==> src/rtl/tm1638_keys.sv <==
// rtl/tm1638_keys.sv - TM1638 periodic key-scan reader sharing the display SPI bus
module tm1638_keys #(
  parameter int SPI_CYCLES  = 200,
  parameter int WAIT_CYCLES = 54,
  parameter int POLL_CYCLES = 270_000
) (
  input  logic       i_Clk,
  input  logic       i_Rst,
  output logic       o_Bus_Req,
  input  logic       i_Bus_Grant,
  output logic       o_SPI_Stb,
  output logic       o_SPI_Clk,
  output logic       o_SPI_Dio,
  output logic       o_SPI_Dio_Oe,
  input  logic       i_SPI_Dio,
  output logic [7:0] o_Keys,
  output logic       o_Keys_Valid,
  output logic       o_Keys_Changed
);

  localparam int PW   = (POLL_CYCLES > 1) ? $clog2(POLL_CYCLES) : 1;
  localparam int CMAX = (SPI_CYCLES > WAIT_CYCLES) ? SPI_CYCLES : WAIT_CYCLES;
  localparam int CW   = (CMAX > 1) ? $clog2(CMAX) : 1;
  localparam logic [7:0] CMD_READ_KEYS = 8'h42;

  typedef enum logic [2:0] {S_IDLE, S_REQ, S_CMD, S_WAIT, S_READ, S_DONE} state_t;

  state_t        state;
  state_t        state_next;
  logic [PW-1:0] poll_cnt;
  logic [CW-1:0] cnt;
  logic          half;      // 0 = SPI clock low phase, 1 = high phase
  logic [4:0]    bit_idx;
  logic [31:0]   sr;
  logic [31:0]   sr_shift;
  logic [7:0]    keys_new;
  logic          poll_end;
  logic          phase_end;
  logic          wait_end;
  logic          bit_end;
  logic          sample;

  // Button i lives in bit 0 of byte i, button i+4 in bit 4 of byte i
  function automatic logic [7:0] decode(input logic [31:0] b);
    decode = {b[28], b[20], b[12], b[4], b[24], b[16], b[8], b[0]};
  endfunction

  assign poll_end  = (poll_cnt == PW'(POLL_CYCLES - 1));
  assign phase_end = (cnt == CW'(SPI_CYCLES - 1));
  assign wait_end  = (cnt == CW'(WAIT_CYCLES - 1));
  assign bit_end   = half && phase_end;
  // Read bit is captured at the end of the first cycle that SPI clock is high
  assign sample    = (state == S_READ) && half && (cnt == '0);
  assign sr_shift  = sample ? {i_SPI_Dio, sr[31:1]} : sr;
  assign keys_new  = decode(sr_shift);

  // State register
  always_ff @(posedge i_Clk) begin
    if (i_Rst) state <= S_IDLE;
    else       state <= state_next;
  end

  // Next-state logic; losing the grant mid-transfer abandons the scan
  always_comb begin
    state_next = state;
    case (state)
      S_IDLE: if (poll_end) state_next = S_REQ;
      S_REQ:  if (i_Bus_Grant) state_next = S_CMD;
      S_CMD: begin
        if (!i_Bus_Grant)                  state_next = S_IDLE;
        else if (bit_end && bit_idx == 5'd7) state_next = S_WAIT;
      end
      S_WAIT: begin
        if (!i_Bus_Grant)  state_next = S_IDLE;
        else if (wait_end) state_next = S_READ;
      end
      S_READ: begin
        if (!i_Bus_Grant)                    state_next = S_IDLE;
        else if (bit_end && bit_idx == 5'd31) state_next = S_DONE;
      end
      S_DONE: if (phase_end) state_next = S_IDLE;
      default: state_next = S_IDLE;
    endcase
  end

  // Bus outputs decoded from state and bit position
  always_comb begin
    o_Bus_Req    = (state != S_IDLE);
    o_SPI_Stb    = 1'b1;
    o_SPI_Clk    = 1'b1;
    o_SPI_Dio    = 1'b1;
    o_SPI_Dio_Oe = 1'b0;
    case (state)
      S_CMD: begin
        o_SPI_Stb    = 1'b0;
        o_SPI_Clk    = half;
        o_SPI_Dio    = CMD_READ_KEYS[bit_idx[2:0]];
        o_SPI_Dio_Oe = 1'b1;
      end
      S_WAIT: o_SPI_Stb = 1'b0;
      S_READ: begin
        o_SPI_Stb = 1'b0;
        o_SPI_Clk = half;
      end
      default: ;
    endcase
  end

  // Poll timer, phase/bit counters, read shifter and key decode
  always_ff @(posedge i_Clk) begin
    if (i_Rst) begin
      poll_cnt       <= '0;
      cnt            <= '0;
      half           <= 1'b0;
      bit_idx        <= '0;
      sr             <= '0;
      o_Keys         <= '0;
      o_Keys_Valid   <= 1'b0;
      o_Keys_Changed <= 1'b0;
    end else begin
      o_Keys_Valid   <= 1'b0;
      o_Keys_Changed <= 1'b0;
      poll_cnt       <= (state == S_IDLE && !poll_end) ? poll_cnt + 1'b1 : '0;
      sr             <= sr_shift;
      if (state_next != state) begin
        cnt     <= '0;
        half    <= 1'b0;
        bit_idx <= '0;
      end else if (state == S_CMD || state == S_READ) begin
        if (phase_end) begin
          cnt  <= '0;
          half <= ~half;
          if (half) bit_idx <= bit_idx + 1'b1;
        end else begin
          cnt <= cnt + 1'b1;
        end
      end else if (state == S_WAIT || state == S_DONE) begin
        cnt <= cnt + 1'b1;
      end else begin
        cnt <= '0;
      end
      if (state == S_READ && state_next == S_DONE) begin
        o_Keys         <= keys_new;
        o_Keys_Valid   <= 1'b1;
        o_Keys_Changed <= (keys_new != o_Keys);
      end
    end
  end

endmodule

==> config.mk <==
export PLATFORM = sky130hd
export DESIGN_NAME = tm1638_keys
export DESIGN_NICKNAME = d
export VERILOG_FILES = /design/src/rtl/tm1638_keys.sv
export SDC_FILE = /design/constraint.sdc
export NUM_CORES = 1
export LEC_CHECK = 0
export ABC_AREA = 1
export BUFFER_PORTS_ARGS = -buffer_cell sky130_fd_sc_hd__buf_2
export CAP_MARGIN = 30
export CORE_MARGIN = 3
export CORE_UTILIZATION = 45
export CTS_BUF_LIST = sky130_fd_sc_hd__clkbuf_8
export CTS_CLUSTER_SIZE = 30
export DETAILED_ROUTE_END_ITERATION = 16
export PLACE_DENSITY = 0.63
export SETUP_SLACK_MARGIN = 0.2
export SLEW_MARGIN = 25
export SYNTH_ARGS = -nofsm -noshare
export SYNTH_HDL_FRONTEND = slang
export SYNTH_SLANG_ARGS = --single-unit
==> constraint.sdc <==
create_clock -name i_Clk -period 1.9 [get_ports i_Clk]
set_clock_uncertainty 0.05 [all_clocks]
set_input_delay 0.57 -clock i_Clk [delete_from_list [all_inputs] [get_ports i_Clk]]
set_output_delay 0.57 -clock i_Clk [all_outputs]
set_load 0.02 [all_outputs]
==> results of run 1 <==
-- logic make-up (layout without fill, tap and decap cells) --
family,after synthesis,count (layout)
DFF,79,79
buffers and inverters,84,160
and+or+nand+nor,284,285
xor gates and xnor gates,8,8
other,0,1
AOI/OAI and AO/OA,73,73
adders and majority gates,6,6
-- worst max-delay path: stages (launching register included) --
cell     delay [ps]
dfxtp_4         380
inv_6            80
nand3_4          80
or2_4           240
buf_6           130
-- placed cells by master, fill, tap and decap left out, types with 16 or more instances in the layout --
master and instances:
nand2_2 16, a21oi_1 17, nor2_4 19, buf_4 41, nand3_1 35, nor2_1 63
inv_1 61, nand2_1 69, dfxtp_1 61
-- final cells by class --
| class | instances | share of cell area (%) |
|---|---|---|
| clock buffer | 10 | 2.489 |
| timing repair buffer | 75 | 11.77 |
| tap | 105 | 2.376 |
| inverter | 69 | 5.160 |
| multi-input combinational | 372 | 46.87 |
| antenna | 1 | 0.04526 |
| clock inverter | 6 | 1.969 |
| sequential | 79 | 29.33 |
-- cell usage after synthesis --
library cell | n | area [µm²]
nor3b_1 | 4 | 30.03
o21a_1 | 1 | 7.510
or2_2 | 2 | 12.51
nand3_1 | 48 | 240.2
o21ai_0 | 23 | 115.1
nand3b_1 | 1 | 7.510
nor3_4 | 1 | 16.27
a21oi_1 | 26 | 130.1
ha_1 | 6 | 75.07
inv_1 | 64 | 240.2
nand2_1 | 89 | 334.1
o21bai_1 | 1 | 7.510
dfxtp_1 | 79 | 1582
o21ai_1 | 3 | 15.01
xor2_1 | 6 | 52.55
nand2_4 | 2 | 22.52
nand2_2 | 6 | 37.54
buf_6 | 3 | 33.78
nor4_1 | 1 | 6.260
nor2_4 | 4 | 45.04
nand3_4 | 1 | 17.52
or2_1 | 1 | 6.260
clkbuf_1 | 7 | 26.28
nor3_1 | 19 | 95.09
nor3_2 | 4 | 40.04
nor2_2 | 11 | 68.82
nand3_2 | 4 | 40.04
inv_2 | 5 | 18.77
xnor2_1 | 2 | 17.52
buf_2 | 4 | 20.02
a31oi_1 | 1 | 6.260
buf_4 | 1 | 7.510
a21boi_1 | 1 | 7.510
o21ai_2 | 1 | 8.760
nand4_1 | 10 | 62.56
nor2_1 | 76 | 285.3
a21oi_2 | 3 | 26.28
a211oi_1 | 13 | 97.59
-- sequential cells by signal (all words and copies together), names as in the netlist, named ones only --
signal,flops
cnt,8
state,3
o_Keys_Valid,1
poll_cnt,19
o_Keys_Changed,1
sr,32
o_Keys,8
bit_idx,5
half,1
-- power breakdown --
group	internal, mW	switching, mW
Clock	0.904	0.634
Combinational	0.0304	0.0603
Sequential	1.65	0.00526
-- per-layer routing --
layer  part of all wire, %  routed length [µm]  vias up
met3                   4.0                 445       34
met5                     0                   0        -
li1                      -                   -     1890
met4                   3.1                 342        0
met2                    50                5483      103
met1                    43                4786     1857
-- path summary, 6_finish.rpt --
| kind | from | end | slack, ps |
|---|---|---|---|
| max | state[2] | o_SPI_Dio | 20 |
| min | i_Rst | state[1] | 390 |
| max reg2reg | cnt[0] | register | 90 |
| min reg2reg | poll_cnt[0] | poll_cnt[0] | 400 |
-- repair_timing --
item,4_1_cts,5_1_grt
setup buffers,18,17
pin swaps,29,22
resized for setup,80,132
gates cloned,1,1
endpoints found under the setup margin,57,58
-- stage by stage --
step	total power, mW	hold WS, ps	std cells	utilization (%)	cell area, µm²
after floorplan	1.751	380.0	534	-	3865
after global placement	1.768	391.0	663	50.33	4156
after detailed placement	1.770	403.1	663	50.33	4156
after CTS	3.287	378.2	698	58.47	4828
after global routing	3.371	370.1	716	66.92	5527
final	3.283	387.3	717	66.95	5529
==> summary.txt, run 1 <==
Floorplan
  – Core area: 8258 µm²
  – Initial Util: 46.77%
  – Die ar.: 9731 µm²
  – Die Ht: 98.65 µm
  – Std cell rows: 33
  – # IOs: 19
  – DIE WIDTH: 98.65 µm

Clocking
  – CTS tree: yes
  – Skew-Pair Late Insertion Delay: 360 ps
  – TritonCTS Buffers: 9
  – Hold_buf cts: 0
  – Root Buffer: clkbuf_8
  – Longest Clk Path Bufs: 2
  – CTS sink cnt: 79
  – H-tree depth: 3
  – Worst-path clk slew: 80 ps

Outcome
  – Status: finished, final reports clean

Global route
  – Global route hottest layer: met2
  – Largest net degree at the start of global routing: 23
  – Initial antenna violation count: 0
  – First-pass GRT wire length: 15.65 mm
  – GRT overflow: 0
  – Vias in the first global route: 3,509
  – Met3 Use GR: 3.751%
  – GRT Util Overall: 19.73%
  – Met1 Usage GRT: 24.65%
  – Met2 usage: 34.06%

STA
  – Slew HR: 73.87%
  – Worst Tran Pin Value: 388.9 ps
  – Max frequency: 530.6 MHz
  – Final slew viol count: 0
  – Crit path time final: 1885 ps
  – RSZ-0062 raised after global routing: true
  – Fin. Hold Viols: 0
  – Setup_tns: 0 ps
  – Final Cycle Share: 99.19%
  – Setup violations, final: 0
  – Fin worst setup slack: 15.48 ps

Layout
  – Layout area overhead: 43.15%
  – Multi-input logic area: 2591 µm²
  – Nets: 616
  – # fillers: 635
  – Reg area: 1622 µm²
  – Share of layout cells above drive strength 1: 38.63%

Setup path
  – Critical Path RT: 1280 ps
  – CP Data Arrival Time: 1260 ps
  – CP Launch Type: register
  – Crit path max fanout: 4
  – Crit path kind: register to output port
  – Worst r2r path cells: 12
  – Critical path endpoint category: output port

Drt
  – WL per Instance: 15.42 µm
  – Detailed Route Iter0 Violations: 228
  – DRC Markers: 0
  – Vias: 3,884
  – Drt total wl: 11.06 mm
  – Antenna viol nets, final: 0
  – Vias per cell: 5.417
  – Drt first pass iters: 5

Power
  – P per Cell Area: 593.8 nW/µm²
  – VDD IR max: 307.6 µV
  – Leak: 2.161 nW

Synth
  – Gate count of the mapped netlist: 534
  – Mux cell area share after synthesis: 0%
  – Ys Warns: 0
  – Sequential share of the synthesized area: 40.95%
  – Register bit count reported by yosys: 79
  – Post-synthesis xor/xnor area fraction: 1.814%
  – Post-synthesis simple-gate area fraction: 35.41%
  – Synthesized Nets: 544
  – Compound-Gate Fraction of Synth Area: 10.92%
  – Adder-cell share of the synthesized area: 1.944%
  – Syn Area/Cell: 7.233 µm²
  – Post-Synthesis Cell Area: 3862 µm²
  – Combinational family with the most area after synthesis: simple AND/OR/NAND/NOR gates
  – Unique masters post-synth: 38

Place
  – DP Worst Slack: -0.1333 ps
  – Placer Congestion: 0.8089
  – Dpl hpwl: 6.292 mm
  – I/O Buffers: 18

Flow run
  – Max-cap violations: 0

Min path
  – HP Class: primary input to register
  – Hold path cells: 2
Power figures use the tool's default switching activity.
==> inputs of run 2 (changes only) <==
- CORE_ASPECT_RATIO: not set -> 0.6
==> run 2 against run 1 <==
Compared with the run above:
- the flow now finishes with violations (setup timing)
- routed wire length grew 0.33%
- global-route usage grew 0.55 points
- maximum frequency shrank 1.9%
- first-iteration DRC count grew 48%
- count of clock-buffer cells in the layout grew 2
- via count shrank 1.6%
- critical path depth grew 1
- total power shrank 5.1%
- critical endpoint is now o_SPI_Stb
==> summary.txt, run 2 (synthesized netlist as in run 1, its figures left out) <==
Outcome
  – Status: finished with violations
  – Violated checks: setup timing

Layout
  – Nets: 606
  – Most flops, register: sr
  – # fillers: 635
  – Number of flip-flops in the largest register: 32
  – Most frequent cells in the layout: 67 x nand2_1, 61 x dfxtp_1, 60 x nor2_1
  – Top Registers: sr: 32 flops, poll_cnt: 19 flops
  – Reg area: 1624 µm²
  – Multi-input logic area: 2608 µm²
  – Layout area overhead: 40.56%
  – Most common cell after layout, fill and taps aside: nand2_1
  – Share of layout cells above drive strength 1: 38.94%
  – Ant diodes: 0

Clocking
  – Hold_buf cts: 0
  – Root Buffer: clkbuf_8
  – Worst-path clk slew: 80 ps
  – Longest Clk Path Bufs: 2
  – H-tree depth: 3
  – Skew-Pair Late Insertion Delay: 370 ps
  – TritonCTS Buffers: 9
  – CTS tree: yes
  – CTS sink cnt: 79

STA
  – Final slew viol count: 0
  – Max frequency: 520.7 MHz
  – Fin worst setup slack: -20.33 ps
  – Setup_tns: -20.33 ps
  – Worst Tran Pin Value: 345.5 ps
  – RSZ-0062 raised after global routing: true
  – Crit path time final: 1920 ps
  – Slew HR: 76.72%
  – Fin. Hold Viols: 0
  – Setup violations, final: 1
  – Final Cycle Share: 101.1%

Drt
  – Drt first pass iters: 6
  – Drt total wl: 11.10 mm
  – Vias: 3,821
  – DRC Markers: 0
  – Detailed Route Iter0 Violations: 337
  – WL per Instance: 15.65 µm
  – Vias per cell: 5.389
  – Antenna viol nets, final: 0

Setup path
  – CP Data Arrival Time: 1300 ps
  – Critical Path RT: 1280 ps
  – Critical path endpoint category: output port
  – Crit path kind: register to output port
  – Crit path max fanout: 2
  – CP Launch Type: register

Global route
  – First-pass GRT wire length: 16.05 mm
  – Vias in the first global route: 3,443
  – Initial antenna violation count: 0
  – GRT Util Overall: 20.28%
  – Largest net degree at the start of global routing: 24
  – GRT overflow: 0

Power
  – Clock share of power: 43.8%
  – P per Cell Area: 574.2 nW/µm²
  – Sw Pwr: 0.7172 mW
  – Sequential power share: 53.1%
  – VDD IR max: 366.4 µV
  – Sw frac: 23.01%
  – Power share of the combinational group: 3.1%
  – Power Internal: 2.400 mW
  – Leak: 2.096 nW

Floorplan
  – Initial Util: 47.68%
  – Die ar.: 9768 µm²
  – Core area: 8102 µm²
  – Std cell rows: 25
  – Die Ht: 77.77 µm
  – # IOs: 19
  – DIE WIDTH: 125.6 µm

Place
  – DP Worst Slack: -36.01 ps
  – Placer Congestion: 0.9515
  – I/O Buffers: 18
  – Dpl hpwl: 6.595 mm

Min path
  – HP Class: primary input to register

Flow run
  – Max-cap violations: 0
-- run 2: cell types whose count changed in the layout (fill, tap and decap cells not counted), moves of 3 or more --
cell        before  now
nand3_2          8   16
buf_4           41   36
nor2_1          63   60
o21ai_0         12   21
nand3_1         35   28
clkinvlp_4       3    0
o21ai_1         10    3
-- run 2: path summary, 6_finish.rpt --
kind	startpoint	to	slack, ps	depth (start not counted)
max reg2reg	cnt[1]	cnt[0]	20	10
min reg2reg	sr[27]	sr[27]	430	2
max	state[0]	o_SPI_Stb	-20	5
min	i_SPI_Dio	sr[31]	400	3
-- run 2: area by class of cell --
class                   count  share of cell area (%)
clock buffers              12                   3.042
repair buffers             65                   10.32
well taps                 108                   2.489
multi-input cells         372                   48.03
clock inverters             4                  0.9680
inverters                  69                   5.232
flip-flops and latches     79                   29.91
-- run 2: power by group through the flow --
stage / logic [mW] / registers, mW / clock network, mW
6_report: 0.0965 / 1.65 / 1.37
5_1_grt: 0.104 / 1.66 / 1.45
4_1_cts: 0.0749 / 1.66 / 1.38
3_5_place_dp: 0.0722 / 1.70 / 0
3_3_place_gp: 0.0707 / 1.70 / 0
2_1_floorplan: 0.0477 / 1.70 / 0
-- run 2: what timing repair did --
item                       CTS  global route
pin swaps                   14            41
gates cloned                 0             3
setup endpoints to repair   49            48
resized for setup           65           138
buffers inserted            13            12
-- run 2: per-layer routing --
metal,part of all wire [%],vias to the layer above,global-route usage (%)
met5,0,-,0
met3,6.6,33,5.708
met4,2.4,0,6.818
met1,47,1797,28.05
met2,44,128,30.44
li1,-,1863,-
-- run 2: stage by stage --
step | power (mW) | hold WS (ps) | utilization (%) | cell area, µm² | std cells
after global routing | 3.208 | 426.4 | 67.01 | 5429 | 709
after detailed placement | 1.775 | 398.5 | 51.26 | 4153 | 665
after CTS | 3.115 | 393.3 | 57.93 | 4693 | 694
final | 3.117 | 403.2 | 67.01 | 5429 | 709
after global placement | 1.773 | 401.3 | 51.26 | 4153 | 665
after floorplan | 1.751 | 380.0 | - | 3865 | 534
-- run 2: worst max-delay path: stages (launching register included) --
cell and delay [ps]:
dfxtp_4 360, buf_4 150, nand3_2 90, inv_2 50
nor2_1 120, buf_4 160
==> inputs of run 3 (changes only) <==
- CTS_BUF_LIST: sky130_fd_sc_hd__clkbuf_8 -> sky130_fd_sc_hd__clkbuf_8 sky130_fd_sc_hd__clkbuf_16
==> run 3 against run 2 <==
Compared with the run above:
- sequential power about the same
- clock power is 33% higher
- setup slack gained 74 ps
- highest routed layer unchanged
- via count fell by 2.9%
- combinational power down 2%
- die area did not move
- count of clock-buffer cells in the layout unchanged
- critical path depth down 1
- the run now ends clean
- critical path type unchanged
- routed wire length shrank 5.3%
- largest cell class unchanged
- flip-flop and latch count unchanged
- first-iteration DRC count shrank 4.2%
==> summary.txt, run 3 (synthesized netlist as in run 1, its figures left out) <==
STA
  – Slew HR: 79.02%
  – Crit path time final: 1846 ps
  – Fin. Hold Viols: 0
  – Setup violations, final: 0
  – Final hold slack: 408.3 ps
  – Final Cycle Share: 97.17%
  – Worst Tran Pin Value: 311.8 ps
  – Max frequency: 541.7 MHz
  – Final slew viol count: 0
  – RSZ-0062 raised after global routing: true

Floorplan
  – Die Ht: 77.77 µm
  – Initial Util: 47.68%
  – Core area: 8102 µm²
  – Std cell rows: 25
  – Die ar.: 9768 µm²
  – # IOs: 19
  – DIE WIDTH: 125.6 µm

Clocking
  – Longest Clk Path Bufs: 2
  – H-tree depth: 3
  – TritonCTS Buffers: 9
  – Hold_buf cts: 0
  – Root Buffer: clkbuf_16
  – CTS sink cnt: 79
  – Skew-Pair Late Insertion Delay: 340 ps
  – Worst-path clk slew: 60 ps
  – CTS tree: yes

Global route
  – Largest net degree at the start of global routing: 24
  – GRT Util Overall: 20.03%
  – Vias in the first global route: 3,362
  – GRT overflow: 0
  – First-pass GRT wire length: 15.73 mm
  – Initial antenna violation count: 0

Power
  – Sequential power share: 46.4%
  – Power share of the combinational group: 2.7%
  – Clock share of power: 51.0%
  – Overall Power: 3.574 mW
  – P per Cell Area: 682.8 nW/µm²
  – Power Internal: 2.815 mW
  – VDD IR max: 415.1 µV
  – Sw frac: 21.25%
  – Sw Pwr: 0.7596 mW
  – Leak: 2.054 nW

Layout
  – Number of flip-flops in the largest register: 32
  – Most common cell after layout, fill and taps aside: nand2_1
  – # fillers: 649
  – Layout Utilization: 64.62%
  – Nets: 603
  – Layout area overhead: 35.54%
  – Ant diodes: 0
  – Non-filler cells in the finished layout: 706
  – Share of layout cells above drive strength 1: 32.94%
  – Most frequent cells in the layout: 78 x nand2_1, 67 x dfxtp_1, 65 x nor2_1
  – Most flops, register: sr
  – Final Cell Area: 5235 µm²
  – Top Registers: sr: 32 flops, poll_cnt: 19 flops

Place
  – Dpl cells: 665
  – I/O Buffers: 18
  – Placer Congestion: 0.9515
  – Post-place instance area: 4153 µm²
  – Dpl hpwl: 6.595 mm

Setup path
  – Crit path kind: register to output port
  – Crit path max fanout: 4
  – Critical path endpoint category: output port
  – CP Data Arrival Time: 1230 ps
  – CP Launch Type: register
  – Critical Path RT: 1280 ps

Min path
  – HP Class: register to register

Drt
  – Antenna viol nets, final: 0
  – Detailed Route Iter0 Violations: 323
  – Vias per cell: 5.254
  – Drt total wl: 10.51 mm
  – WL per Instance: 14.88 µm
  – DRC Markers: 0
  – Vias: 3,709
  – Drt first pass iters: 5

Outcome
  – Status: finished, final reports clean

Flow run
  – Max-cap violations: 0
==> run 3: changes by cell type in the layout (fill, tap and decap cells not counted), sizes merged <==
| cell | before | now |
|---|---|---|
| buf | 63 | 60 |
==> run 3: worst paths after layout <==
check,start,endpoint,slack (ps),cells past startpoint
min,cnt[0],cnt[0],410,1
min reg2reg,cnt[0],cnt[0],410,1
max,state[2],o_SPI_Dio,50,4
max reg2reg,cnt[1],cnt[0],110,10
==> run 3: final cells by class <==
class,instances,area (µm²),area share (%)
sequential,79,1614,30.83
tap,108,135.1,2.581
clock buffer,12,266.5,5.091
timing repair buffer,62,524.3,10.01
multi-input combinational,372,2366,45.20
inverter,69,276.5,5.282
clock inverter,4,52.55,1.004
==> run 3: stage by stage <==
step | setup TNS [ps] | worst slack, ps
detailed placement | -62.13 | -36.01
floorplan | 0 | 230.2
CTS | 0 | 46.43
global route | 0 | 9.617
finish | 0 | 53.86
global placement | 0 | 23.55
==> run 3: per-layer routing <==
metal  global-route usage, %  vias to the layer above  routed length, µm
met1                   28.03                     1721               4994
met5                       0                        -                  0
met3                   5.571                       19                657
met2                   29.53                      106               4724
li1                        -                     1863                  -
met4                   7.035                        0                132
==> run 3: power groups by stage <==
stage / sequential (mW) / combinational, mW / clock, mW
finish: 1.66 / 0.0947 / 1.82
global route: 1.66 / 0.103 / 1.92
CTS: 1.66 / 0.0763 / 1.85
detailed placement: 1.70 / 0.0722 / 0
global placement: 1.70 / 0.0707 / 0
floorplan: 1.70 / 0.0477 / 0
==> run 3: worst max-delay path, stage by stage (launching register included) <==
cell     delay, ps
dfxtp_4        370
inv_4           80
nand3_4         80
or2_4          230
buf_6          130
==> run 3: timing repair <==
action / 4_1_cts / 5_1_grt
setup endpoints to repair: 49 / 44
cloned: 0 / 4
buffers inserted: 12 / 9
pin swaps: 12 / 26
resized for setup: 59 / 79
